`config.mk`:
```
export PLATFORM = sky130hd
export DESIGN_NAME = bpsk_word_feeder
export DESIGN_NICKNAME = d
export VERILOG_FILES = /design/src/rtl/bpsk_pkg.sv /design/src/rtl/bpsk_sync_fifo.sv /design/src/rtl/bpsk_word_feeder.sv
export SDC_FILE = /design/constraint.sdc
export NUM_CORES = 1
export LEC_CHECK = 0
export CORE_MARGIN = 2
export CORE_UTILIZATION = 40
export DETAILED_ROUTE_END_ITERATION = 8
export MAX_ROUTING_LAYER = met4
export RECOVER_POWER = 100
export SETUP_SLACK_MARGIN = 0.4
export SKIP_CTS_REPAIR_TIMING = 1
export SYNTH_ARGS = -nofsm -noshare
export SYNTH_HDL_FRONTEND = slang
export SYNTH_SLANG_ARGS = --single-unit
```
`constraint.sdc`:
```
create_clock -name clk -period 3 [get_ports clk]
set_input_delay 0.9 -clock clk [delete_from_list [all_inputs] [get_ports clk]]
set_output_delay 0.9 -clock clk [all_outputs]
set_load 0.02 [all_outputs]
```
`src/rtl/bpsk_pkg.sv`:
```
// Shared types and default constants for the BPSK word feeder and its FIFO.
// The preamble feature of the feeder is enabled with `BPSK_PREAMBLE_EN.
package bpsk_pkg;

    typedef enum logic [1:0] {
        ST_IDLE = 2'd0,
        ST_PRE  = 2'd1,
        ST_DATA = 2'd2
    } feeder_state_t;

    localparam int         BPSK_DATA_WIDTH    = 8;
    localparam logic [7:0] BPSK_IDLE_WORD     = 8'h00;
    localparam logic [7:0] BPSK_PREAMBLE_WORD = 8'hAA;

endpackage

```
`src/rtl/bpsk_sync_fifo.sv`:
```
// Synchronous FIFO with registered read/write pointers carrying one extra wrap bit,
// so full and empty are distinguished without a separate counter.
module bpsk_sync_fifo #(
    parameter int DATA_WIDTH = 8,
    parameter int FIFO_DEPTH = 16
) (
    input  logic                          clk,
    input  logic                          rst,
    input  logic                          push,
    input  logic [DATA_WIDTH-1:0]         wr_data,
    input  logic                          pop,
    output logic [DATA_WIDTH-1:0]         rd_data,
    output logic                          full,
    output logic                          empty,
    output logic [$clog2(FIFO_DEPTH):0]   level
);

    localparam int ADDR_W = $clog2(FIFO_DEPTH);

    logic [ADDR_W:0]       wr_ptr_q, wr_ptr_d;
    logic [ADDR_W:0]       rd_ptr_q, rd_ptr_d;
    logic [DATA_WIDTH-1:0] mem_q [FIFO_DEPTH];
    logic                  do_push;
    logic                  do_pop;

    // Same index with differing wrap bits means the write side lapped the read side.
    always_comb begin
        full  = (wr_ptr_q[ADDR_W] != rd_ptr_q[ADDR_W]) &&
                (wr_ptr_q[ADDR_W-1:0] == rd_ptr_q[ADDR_W-1:0]);
        empty = (wr_ptr_q == rd_ptr_q);
        level = wr_ptr_q - rd_ptr_q;
    end

    always_comb begin
        do_push  = push & ~full;
        do_pop   = pop & ~empty;
        wr_ptr_d = wr_ptr_q;
        rd_ptr_d = rd_ptr_q;
        if (do_push) begin
            wr_ptr_d = wr_ptr_q + (ADDR_W+1)'(1);
        end
        if (do_pop) begin
            rd_ptr_d = rd_ptr_q + (ADDR_W+1)'(1);
        end
    end

    always_ff @(posedge clk) begin
        if (rst) begin
            wr_ptr_q <= '0;
            rd_ptr_q <= '0;
        end else begin
            wr_ptr_q <= wr_ptr_d;
            rd_ptr_q <= rd_ptr_d;
        end
    end

    always_ff @(posedge clk) begin
        if (do_push) begin
            mem_q[wr_ptr_q[ADDR_W-1:0]] <= wr_data;
        end
    end

    assign rd_data = mem_q[rd_ptr_q[ADDR_W-1:0]];

endmodule

```
`src/rtl/bpsk_word_feeder.sv`:
```
// Feeds buffered words to the BPSK modulator, holding each for a full symbol frame.
// Define `BPSK_PREAMBLE_EN to prefix every burst with PREAMBLE_LEN copies of PREAMBLE_WORD.
module bpsk_word_feeder
    import bpsk_pkg::*;
#(
    parameter int                    DATA_WIDTH    = BPSK_DATA_WIDTH,
    parameter int                    FIFO_DEPTH    = 16,
    parameter logic [DATA_WIDTH-1:0] IDLE_WORD     = BPSK_IDLE_WORD,
    parameter logic [DATA_WIDTH-1:0] PREAMBLE_WORD = BPSK_PREAMBLE_WORD,
    parameter int                    PREAMBLE_LEN  = 4
) (
    input  logic                          clk,
    input  logic                          rst,
    input  logic [DATA_WIDTH-1:0]         s_data,
    input  logic                          s_valid,
    output logic                          s_ready,
    input  logic                          mod_finish,
    output logic [DATA_WIDTH-1:0]         mod_data,
    output logic [$clog2(FIFO_DEPTH):0]   fifo_level,
    output logic                          word_sent,
    output logic                          underrun
);

    logic                  fifo_full;
    logic                  fifo_empty;
    logic                  fifo_pop;
    logic                  fifo_push;
    logic [DATA_WIDTH-1:0] fifo_rd_data;

    feeder_state_t         state_q, state_d;
    logic [DATA_WIDTH-1:0] mod_data_q, mod_data_d;
    logic                  word_sent_q, word_sent_d;
    logic                  underrun_q, underrun_d;

    assign s_ready   = ~fifo_full & ~rst;
    assign fifo_push = s_valid & s_ready;

    bpsk_sync_fifo #(
        .DATA_WIDTH (DATA_WIDTH),
        .FIFO_DEPTH (FIFO_DEPTH)
    ) u_fifo (
        .clk     (clk),
        .rst     (rst),
        .push    (fifo_push),
        .wr_data (s_data),
        .pop     (fifo_pop),
        .rd_data (fifo_rd_data),
        .full    (fifo_full),
        .empty   (fifo_empty),
        .level   (fifo_level)
    );

`ifdef BPSK_PREAMBLE_EN
    localparam int CNT_W = $clog2(PREAMBLE_LEN) + 1;

    logic [CNT_W-1:0] pre_cnt_q, pre_cnt_d;
    logic             pre_done;

    assign pre_done = (pre_cnt_q == '0);

    always_ff @(posedge clk) begin
        if (rst) begin
            pre_cnt_q <= '0;
        end else begin
            pre_cnt_q <= pre_cnt_d;
        end
    end
`else
    logic unused_preamble_params;

    assign unused_preamble_params = ^{PREAMBLE_WORD, PREAMBLE_LEN[0]};
`endif

    always_ff @(posedge clk) begin
        if (rst) begin
            state_q     <= ST_IDLE;
            mod_data_q  <= IDLE_WORD;
            word_sent_q <= 1'b0;
            underrun_q  <= 1'b0;
        end else begin
            state_q     <= state_d;
            mod_data_q  <= mod_data_d;
            word_sent_q <= word_sent_d;
            underrun_q  <= underrun_d;
        end
    end

    // Transitions happen only at word boundaries; the empty test is the pre-edge FIFO view.
    always_comb begin
        state_d = state_q;
        if (mod_finish) begin
            if (fifo_empty) begin
                state_d = ST_IDLE;
            end else begin
                case (state_q)
`ifdef BPSK_PREAMBLE_EN
                    ST_IDLE: state_d = ST_PRE;
                    ST_PRE:  state_d = pre_done ? ST_DATA : ST_PRE;
`else
                    ST_IDLE: state_d = ST_DATA;
`endif
                    ST_DATA: state_d = ST_DATA;
                    default: state_d = ST_IDLE;
                endcase
            end
        end
    end

    always_comb begin
        fifo_pop    = 1'b0;
        mod_data_d  = mod_data_q;
        word_sent_d = 1'b0;
        underrun_d  = 1'b0;
`ifdef BPSK_PREAMBLE_EN
        pre_cnt_d   = pre_cnt_q;
`endif
        if (mod_finish) begin
            if (fifo_empty) begin
                mod_data_d = IDLE_WORD;
                underrun_d = (state_q == ST_DATA);
`ifdef BPSK_PREAMBLE_EN
            end else if (state_q == ST_IDLE) begin
                mod_data_d = PREAMBLE_WORD;
                pre_cnt_d  = CNT_W'(PREAMBLE_LEN - 1);
            end else if (state_q == ST_PRE && !pre_done) begin
                mod_data_d = PREAMBLE_WORD;
                pre_cnt_d  = pre_cnt_q - CNT_W'(1);
`endif
            end else begin
                fifo_pop    = 1'b1;
                mod_data_d  = fifo_rd_data;
                word_sent_d = 1'b1;
            end
        end
    end

    assign mod_data  = mod_data_q;
    assign word_sent = word_sent_q;
    assign underrun  = underrun_q;

endmodule

```
[After elaboration in Yosys (flattened, before gate mapping)]
Memory sizes are Yosys's and may differ from the RTL's. A register that Yosys moved wholly into a read port is not among the register bits.
Index checks and enable logic that the tools add are counted.
Storage, ports and cells
  memories: 1
  bits in registers: 22
  input bits: 12
  RAM bits: 128
  output and inout bits: 16
Cells by class
  bitwise operators: 8
  eq/ne operators: 4
  muxes and demuxes: 9
  reductions and logical operators: 4
  add/sub/neg operators: 3
Memory list
  u_fifo.mem_q: depth 16, bits a word 8, read ports 1, clocked after Yosys merged registers in 1, wr ports 1, line bpsk_sync_fifo.sv:22  | logic [DATA_WIDTH-1:0] mem_q [FIFO_DEPTH];
Operator list (count)
  5-bit by 1-bit adder with 5-bit output (second input constant): 2
  4-bit 2-to-1 mux: 2
  8-bit 2-to-1 mux: 1
  5-bit equality test: 1
  5-bit subtractor: 1
  1-bit bitwise AND: 4
  4-bit equality test: 1
  1-bit 2-to-1 mux: 4
  2-bit 2-to-1 mux: 2
  1-bit NOT: 4
  3-bit OR reduction: 1
  2-bit equality test (second input constant): 1
  2-bit zero test: 1
  2-bit OR reduction: 1
  1-bit logical AND: 1
  1-bit != test: 1

[Logic depth before layout (Yosys ltp)]
Gate-level depths: netlist (run 1).
  depth after elaboration: 8
  gate-level depth with buffers: 7
  depth with buffers taken out: 7

[Cells and area by module]
From an unflattened synthesis (run 1), not the netlist that was laid out.
Second synthesis, totals
  cell total of the unflattened synthesis: 350
  area total of the unflattened synthesis: 6117.1 µm²
By module, submodules not included
  bpsk_sync_fifo: cells each 304, instances 1, area an instance 5659.2 µm²
  bpsk_word_feeder: cells each 46, instances 1, area an instance 457.9 µm²

[Worst setup path before layout (run 1)]
No wires, ideal clock.
  kind: register -> output
  start: register u_fifo.wr_ptr_q[0]
  end: output port fifo_level[4]
  required time: 2.100 ns
  path slack: 0.322 ns
  data arrival time: 1.778 ns
  buffers on the path: 0
  cell stages (with the launch flop): 8
  path through: dfxtp_1 inv_1 ha_1 inv_1 fa_1 a21o_1 a21oi_1 xor2_1
On the way
  cells in the longest elaborated chain, start to end: 1
Ends and longest elaborated chain
  start: declaration: line bpsk_sync_fifo.sv:20  | logic [ADDR_W:0] wr_ptr_q, wr_ptr_d;
  start signal: assignment: line bpsk_sync_fifo.sv:52  | wr_ptr_q <= wr_ptr_d;
  5-bit subtractor: line bpsk_sync_fifo.sv:31  | level = wr_ptr_q - rd_ptr_q;
  end: declaration: line bpsk_word_feeder.sv:19  | output logic [$clog2(FIFO_DEPTH):0] fifo_level,
No other way between the ends.

[Worst setup path in the final report (run 1)]
Ends and elaborated chain as after synthesis.

==> Flow_metrics.wiki, run 1 <==
{| class="wikitable"
! Metric !! Value
|-
| Int Power || approximately 0.0041 W
|-
| CP Capture Type || output pin
|-
| I/O pins || 28
|-
| Most frequent cell on the critical path || sky130_fd_sc_hd__inv_2
|-
| Power share of the sequential group || between 40% and 50%
|-
| Worst flop-to-flop path endpoint || u_fifo.mem_q[2][3]$_DFFE_PP_
|-
| Clock network power share || between 40% and 50%
|-
| Core Rows || between 40 and 50
|-
| Proportion of layout cells with a drive suffix above 1 || approximately a quarter
|-
| Dominant combinational cell family by area after synthesis || multiplexers
|-
| Number of remaining DRC errors || 0
|-
| Xor-xnor portion of the synthesized cell area || ~1.3%
|-
| All-Layer GR Usage || between 10% and 20%
|-
| Number of maximum-capacitance constraint violations || 0
|-
| Final WL || around 12000 um
|-
| Initial antenna violation count || 0
|-
| Post-Synth Simple-Gate Area || under 10%
|-
| Top FF cell, synth || sky130_fd_sc_hd__edfxtp_1
|-
| Setup violators final || 0
|-
| Final critical-path required period || 2.89 ns
|-
| Power per Cell Area || roughly 700 nW/um^2
|-
| Cell Chain, Critical Path || inv_2, ha_4, inv_2, fa_2, a21o_1, a21oi_2, xor2_2, clkbuf_2
|-
| Number of synthesis warnings || 0
|-
| Instance count of the mapped netlist || between 300 and 400
|-
| Die outline area || 16200 sq um
|-
| Unrepaired setup endpoints after global routing || yes
|-
| Finished Core Util || 49.5%
|-
| Detail Route Antenna Nets || 0
|-
| Width of the die || about 130 um
|-
| Syn nets || between 300 and 400
|-
| Largest net degree at the start of global routing || 33
|-
| Via count || between 3000 and 4000
|-
| Share of synthesized registers carrying an async set or reset || 0%
|-
| Worst-path clk slew || ~0.06 ns
|-
| Number of nets in the final layout || about 420
|-
| Core region area || approximately 15000 sq um
|-
| Clock Root Buffer || sky130_fd_sc_hd__clkbuf_16
|-
| Filler cells || ~1200
|-
| DR pass1 iterations || 4
|-
| Last weighted congestion value of the routability-driven placer || around 0.75
|-
| Worst skew pair latency || between 0.4 and 0.5 ns
|-
| CP max stage delay || roughly 0.36 ns
|-
| WHS Path Cells || 1
|-
| Number of global-route vias before repair || 3180
|-
| Depth of the worst register-to-register path || 7
|-
| Most common library cells after synthesis || sky130_fd_sc_hd__edfxtp_1 (128), sky130_fd_sc_hd__nor2_1 (27), sky130_fd_sc_hd__dfxtp_1 (25)
|-
| Final-report max-slew violation count || 0
|-
| Cell types with the largest area share after synthesis || sky130_fd_sc_hd__edfxtp_1 (63%), sky130_fd_sc_hd__dfxtp_1 (8.2%), sky130_fd_sc_hd__mux4_1 (6.9%)
|-
| Worst min-delay path startpoint || state_q[1]$_SDFFE_PP0P_
|-
| Average cell area after synthesis || roughly 19 sq um
|-
| Worst endpoint required time || about 2.1 ns
|-
| Design Area, Final || roughly 7400 sq um
|-
| Unique cell type count in the Yosys netlist || 37
|-
| Sequential-to-total area share from yosys stat || slightly above 70%
|-
| Cts bufs inserted || 17
|-
| Global route overflow || 0
|-
| Top cell type's share of synthesized area || a little over three fifths
|-
| Worst ir drop on vdd || between 400 and 500 uV
|-
| Vertical extent of the die || ~130 um
|-
| Synthesis-to-finish area growth || 22.2%
|-
| Instance area after placement || around 6800 sq um
|-
| Register bit count reported by yosys || around 150
|-
| Total half-perimeter wirelength after legalization and detailed placement || a little under 8000 um
|-
| Adder and majority cell fraction of the synthesized area || approximately 2.2%
|-
| Net switching component of the power || between 0.001 and 0.0015 W
|-
| Starting Density || 40.5%
|-
| Transition time at the pin with the least slew margin || between 0.9 and 1 ns
|-
| Worst Skew || ~0.006 ns
|-
| Endpoint of the worst hold path || state_q[1]$_SDFFE_PP0P_
|-
| Proportion of total power due to net switching || roughly a fifth
|-
| Biggest area consumer among synthesized cells || sky130_fd_sc_hd__edfxtp_1
|-
| Clk sink count || around 150
|-
| Type of the most critical hold path || flop to flop
|-
| Worst relative slew slack || 34.0%
|-
| Port bufs || 27
|-
| WS Path Type || flop to output pin
|-
| Reg2reg setup slack || roughly 0.61 ns
|-
| Via-to-Cell Ratio || ~5.2
|-
| Leakage power total || 2.52 nW
|-
| CP arrival || roughly 2 ns
|-
| Fraction of the mapped netlist area in compound gates || under 10%
|-
| Highest clock rate || 347 MHz
|-
| Maximum buffer depth of the clock tree || 2
|-
| Detail-routed net length per standard cell || roughly 20 um
|-
| Global-route wire length before repair || approximately 19000 um
|-
| Share of the clock period used by the worst path after layout || 96.2%
|-
| Number of synthesized flops with an enable pin || approximately 130
|-
| Initial detailed-routing violation count || roughly 270
|-
| Status || finished, final reports clean
|-
| Most common cell in the netlist || sky130_fd_sc_hd__edfxtp_1
|-
| Slowest cell on the critical path || sky130_fd_sc_hd__fa_2
|-
| Part of the power in combinational logic || around 7%
|-
| Final hold violations || 0
|-
| R2r startpoint || u_fifo.rd_ptr_q[2]$_SDFFE_PP0P_
|-
| Worst Setup Start Kind || flop
|-
| Max H-tree Level || 4
|-
| CTS tree || yes
|-
| Post-synthesis mux area share || between 15 and 20%
|-
| Post-synth design cell area || around 6100 sq um
|-
| Number of antenna diodes || 0
|-
| Worst-path maximum fanout || 2
|}
[sequential cells by signal (all words and copies together) (netlist names), named ones only]
name	count
mod_data	8
state_q	1
u_fifo.mem_q	128
u_fifo.rd_ptr_q	5
u_fifo.wr_ptr_q	5
underrun	1
word_sent	1
[per-stage QoR]
stage | total power, W | TNS, ns | cells | setup WS (ns) | hold slack (ns)
global placement | 0.00281 | -0.0495 | 560 | -0.0495 | 0.445
floorplan | 0.00263 | 0 | 320 | 0.361 | 0.418
global route | 0.00536 | 0 | 594 | 0.0233 | 0.482
CTS | 0.00525 | -1.26 | 592 | -0.541 | 0.463
finish | 0.00519 | 0 | 594 | 0.115 | 0.464
detailed placement | 0.00282 | -0.0670 | 560 | -0.0670 | 0.451
[cells by family after synthesis]
group                    count (synthesis)
multiplexers                            51
AO/OA/AOI/OAI                           24
flip-flops                             153
XOR/XNOR                                 8
buffers and inverters                   21
adder cells (fa/ha/maj)                 10
AND/OR/NAND/NOR                         53
[cell usage in the layout (no fill, tap or decap), types with 11 or more instances in the layout]
master                          count
sky130_fd_sc_hd__mux2i_1           11
sky130_fd_sc_hd__buf_4             17
sky130_fd_sc_hd__mux4_1            16
sky130_fd_sc_hd__edfxtp_1         128
sky130_fd_sc_hd__dfxtp_1           21
sky130_fd_sc_hd__clkbuf_1          16
sky130_fd_sc_hd__nor2_1            27
sky130_fd_sc_hd__dlygate4sd3_1     19
sky130_fd_sc_hd__mux4_2            16
sky130_fd_sc_hd__clkbuf_2          14
sky130_fd_sc_hd__clkbuf_16         17
[critical path, delay by kind of cell, from the launching register on]
kind	cells	cell delay (ns)
AO/OA/AOI/OAI	2	0.34
XOR/XNOR	1	0.14
adder cells (fa/ha/maj)	2	0.48
buffers and inverters	3	0.29
flip-flops	1	0.33
[power by group through the flow]
| stage | Sequential, W | Clock [W] | Combinational, W |
|---|---|---|---|
| 3_3_place_gp | 0.00241 | 0 | 0.000394 |
| 5_1_grt | 0.00238 | 0.00257 | 0.000411 |
| 4_1_cts | 0.00237 | 0.00248 | 0.000403 |
| 2_1_floorplan | 0.00243 | 0 | 0.000198 |
| 3_5_place_dp | 0.00242 | 0 | 0.000400 |
| 6_report | 0.00237 | 0.00244 | 0.000375 |
[cell type report]
type | count | area [sq um] | share of cell area (%)
inverter | 8 | 30.0 | 0.403
clock buffer | 22 | 474 | 6.37
multi-input combinational | 146 | 1660 | 22.3
sequential | 153 | 4350 | 58.4
timing repair buffer | 67 | 480 | 6.45
tap | 188 | 235 | 3.16
clock inverter | 10 | 213 | 2.86
[worst max-delay path by stage]
| stage | start | end | slack [ns] | cells after the start |
|---|---|---|---|---|
| 6_report | u_fifo.wr_ptr_q[0]$_SDFFE_PP0P_ | fifo_level[4] | 0.11 | 8 |
| 5_1_grt | u_fifo.wr_ptr_q[0]$_SDFFE_PP0P_ | fifo_level[4] | 0.02 | 8 |
| 4_1_cts | u_fifo.wr_ptr_q[0]$_SDFFE_PP0P_ | fifo_level[4] | -0.54 | 8 |
| 3_5_place_dp | u_fifo.wr_ptr_q[0]$_SDFFE_PP0P_ | fifo_level[4] | -0.07 | 8 |
| 3_3_place_gp | u_fifo.wr_ptr_q[0]$_SDFFE_PP0P_ | fifo_level[4] | -0.05 | 8 |
| 2_1_floorplan | rst | u_fifo.mem_q[0][0]$_DFFE_PP_ | 0.36 | 4 |
[per-layer routing]
layer / up-vias / GRT usage [%] / wire (um)
li1: 1441 / - / -
met1: 1549 / 21.7 / 5420
met2: 74 / 25.4 / 5820
met3: 21 / 3.98 / 436
met4: 0 / 7.05 / 231
met5: - / - / 0
Power figures use the tool's default switching activity.
==> run 2, diff against run 1 <==
CAP_MARGIN = 0   (was default)
SKIP_CTS_REPAIR_TIMING = default   (was 1)
==> Flow_metrics.wiki, run 2 (synthesized netlist as in run 1, its figures left out) <==
{| class="wikitable"
! Metric !! Value
|-
| Starting Density || 40.5% (unchanged)
|-
| Leakage power total || 2.54 nW (was 2.52 nW)
|-
| Part of the power in combinational logic || 7.7% (was 7.2%)
|-
| Via-to-Cell Ratio || 5.20 (was 5.19)
|-
| Proportion of layout cells with a drive suffix above 1 || 26.5% (was 24.6%)
|-
| Number of antenna diodes || 0 (unchanged)
|-
| Power per Cell Area || 696 nW/um^2 (was 697 nW/um^2)
|-
| Hold Worst Slack || 0.465 ns (was 0.464 ns)
|-
| Transition time at the pin with the least slew margin || 0.992 ns (was 0.986 ns)
|-
| Design Area, Final || 7490 sq um (was 7440 sq um)
|-
| Total half-perimeter wirelength after legalization and detailed placement || 7710 um (unchanged)
|-
| Number of nets in the final layout || 416 (was 415)
|-
| Instance area after placement || 6820 sq um (unchanged)
|-
| Max H-tree Level || 4 (unchanged)
|-
| CP Capture Type || output pin (unchanged)
|-
| Worst-path maximum fanout || 2 (unchanged)
|-
| Clock network power share || 46.8% (was 47.1%)
|-
| Width of the die || 127 um (unchanged)
|-
| Depth of the worst register-to-register path || 7 (unchanged)
|-
| Final WL || 12000 um (was 11900 um)
|-
| Commonest cells after routing, fill and taps aside || sky130_fd_sc_hd__edfxtp_1 (128), sky130_fd_sc_hd__nor2_1 (27), sky130_fd_sc_hd__dfxtp_1 (20) (was sky130_fd_sc_hd__edfxtp_1 (128), sky130_fd_sc_hd__nor2_1 (27), sky130_fd_sc_hd__dfxtp_1 (21))
|-
| Number of global-route vias before repair || 3208 (was 3180)
|-
| Initial detailed-routing violation count || 262 (was 265)
|-
| Vertical extent of the die || 127 um (unchanged)
|-
| Highest clock rate || 348 MHz (was 347 MHz)
|-
| Initial antenna violation count || 0 (unchanged)
|-
| Clock Root Buffer || sky130_fd_sc_hd__clkbuf_16 (unchanged)
|-
| Synthesis-to-finish area growth || 23.0% (was 22.2%)
|-
| Via count || 3094 (was 3085)
|-
| Slowest cell on the critical path || sky130_fd_sc_hd__fa_2 (unchanged)
|-
| Detail Route Antenna Nets || 0 (unchanged)
|-
| DR pass1 iterations || 4 (unchanged)
|-
| Largest net degree at the start of global routing || 33 (unchanged)
|-
| Worst endpoint required time || 2.10 ns (about the same)
|-
| Clk sink count || 153 (unchanged)
|-
| All-Layer GR Usage || 16.8% (was 16.7%)
|-
| Core Rows || 45 (unchanged)
|-
| Unrepaired setup endpoints after global routing || yes (unchanged)
|-
| Worst skew pair latency || 0.43 ns (was 0.42 ns)
|-
| Port bufs || 27 (unchanged)
|-
| Proportion of total power due to net switching || 20.4% (about the same)
|-
| Worst Skew || 0.00724 ns (was 0.00598 ns)
|-
| R2r startpoint || u_fifo.rd_ptr_q[2]$_SDFFE_PP0P_ (unchanged)
|-
| Total design power || 0.00522 W (was 0.00519 W)
|-
| Die outline area || 16200 sq um (unchanged)
|-
| Cell Chain, Critical Path || inv_2, ha_4, inv_2, fa_2, buf_4, buf_6, buf_4, xor2_2, buf_6 (was inv_2, ha_4, inv_2, fa_2, a21o_1, a21oi_2, xor2_2, clkbuf_2)
|-
| CP max stage delay || 0.35 ns (was 0.36 ns)
|-
| Worst-path clk slew || 0.06 ns (about the same)
|-
| Finished Core Util || 49.9% (was 49.5%)
|-
| Number of maximum-capacitance constraint violations || 0 (unchanged)
|-
| Final-report max-slew violation count || 0 (unchanged)
|-
| Max FFs per register || 128 (unchanged)
|-
| Global-route wire length before repair || 18800 um (was 18700 um)
|-
| CP arrival || 1.97 ns (was 1.99 ns)
|-
| Last weighted congestion value of the routability-driven placer || 0.751 (unchanged)
|-
| Final hold violations || 0 (unchanged)
|-
| Power share of the sequential group || 45.5% (was 45.7%)
|-
| Global route overflow || 0 (unchanged)
|-
| Total of hold buffers inserted after clock tree synthesis || 0
|-
| I/O pins || 28 (unchanged)
|-
| Worst slack at placement || -0.0670 ns (unchanged)
|-
| Worst Setup Start Kind || flop (unchanged)
|-
| Number of remaining DRC errors || 0 (unchanged)
|-
| Worst min-delay path startpoint || state_q[1]$_SDFFE_PP0P_ (unchanged)
|-
| CTS tree || yes (unchanged)
|-
| Type of the most critical hold path || flop to flop (unchanged)
|-
| Int Power || 0.00415 W (was 0.00413 W)
|-
| Detail-routed net length per standard cell || 20.2 um (was 20.0 um)
|-
| Status || finished, final reports clean (unchanged)
|-
| WS Path Type || flop to output pin (unchanged)
|-
| Maximum buffer depth of the clock tree || 2 (unchanged)
|-
| Setup violators final || 0 (unchanged)
|-
| Final critical-path required period || 2.87 ns (was 2.89 ns)
|-
| Share of the clock period used by the worst path after layout || 95.8% (was 96.2%)
|-
| Core region area || 15000 sq um (unchanged)
|-
| Net switching component of the power || 0.00106 W (about the same)
|-
| Worst relative slew slack || 33.6% (was 34.0%)
|-
| Setup slack after layout || 0.125 ns (was 0.115 ns)
|-
| Timing startpoint of the critical path || u_fifo.wr_ptr_q[0]$_SDFFE_PP0P_ (unchanged)
|-
| Cts bufs inserted || 17 (unchanged)
|-
| WHS Path Cells || 1 (unchanged)
|-
| Most frequent standard cell in the layout excluding fill and tap cells || sky130_fd_sc_hd__edfxtp_1 (unchanged)
|-
| Worst ir drop on vdd || 479 uV (was 477 uV)
|}
==> run 2: layout make-up <==
type | instances | area, sq um
Clock buffer | 22 | 474
Inverter | 8 | 32.5
Timing Repair Buffer | 68 | 504
Clock inverter | 10 | 213
Sequential cell | 153 | 4350
Multi-Input combinational cell | 146 | 1680
Tap cell | 188 | 235
Fill cell | 1229 | 7540
==> run 2: what timing repair did <==
item,CTS,global route
endpoints found under the setup margin,6,11
gates resized for setup,41,10
setup buffers,2,1
pin swaps,4,1
==> run 2: per-layer routing <==
metal	vias up	global-route usage [%]	part of all wire, %
li1	1437	-	-
met1	1571	21.7	45
met2	66	25.7	49
met3	20	3.98	3.7
met4	0	7.05	2.1
met5	-	-	0
==> run 2: final timing paths <==
kind	to	slack, ns
hold / removal	state_q[1]$_SDFFE_PP0P_	0.47
hold reg to reg	state_q[1]$_SDFFE_PP0P_	0.47
setup / recovery	fifo_level[2]	0.13
setup reg to reg	u_fifo.mem_q[2][3]$_DFFE_PP_	0.56
==> run 2: power by group through the flow <==
stage	Sequential [W]	Clock [W]	Combinational [W]
after floorplan	0.00243	0	0.000198
after global placement	0.00241	0	0.000394
after detailed placement	0.00242	0	0.000400
after CTS	0.00238	0.00248	0.000416
after global routing	0.00238	0.00257	0.000437
final	0.00237	0.00244	0.000402
==> run 2: worst max-delay path: cells and delay by family (launching register included) <==
| kind | cells | cell delay (ns) |
|---|---|---|
| DFF | 1 | 0.32 |
| adders and majority gates | 2 | 0.47 |
| xor gates and xnor gates | 1 | 0.14 |
| buffers and inverters | 6 | 0.62 |
==> run 2: metrics by stage <==
step                setup TNS (ns)  instances
detailed placement         -0.0670        560
global placement           -0.0495        560
finish                           0        595
floorplan                        0        320
global route                     0        595
CTS                              0        594
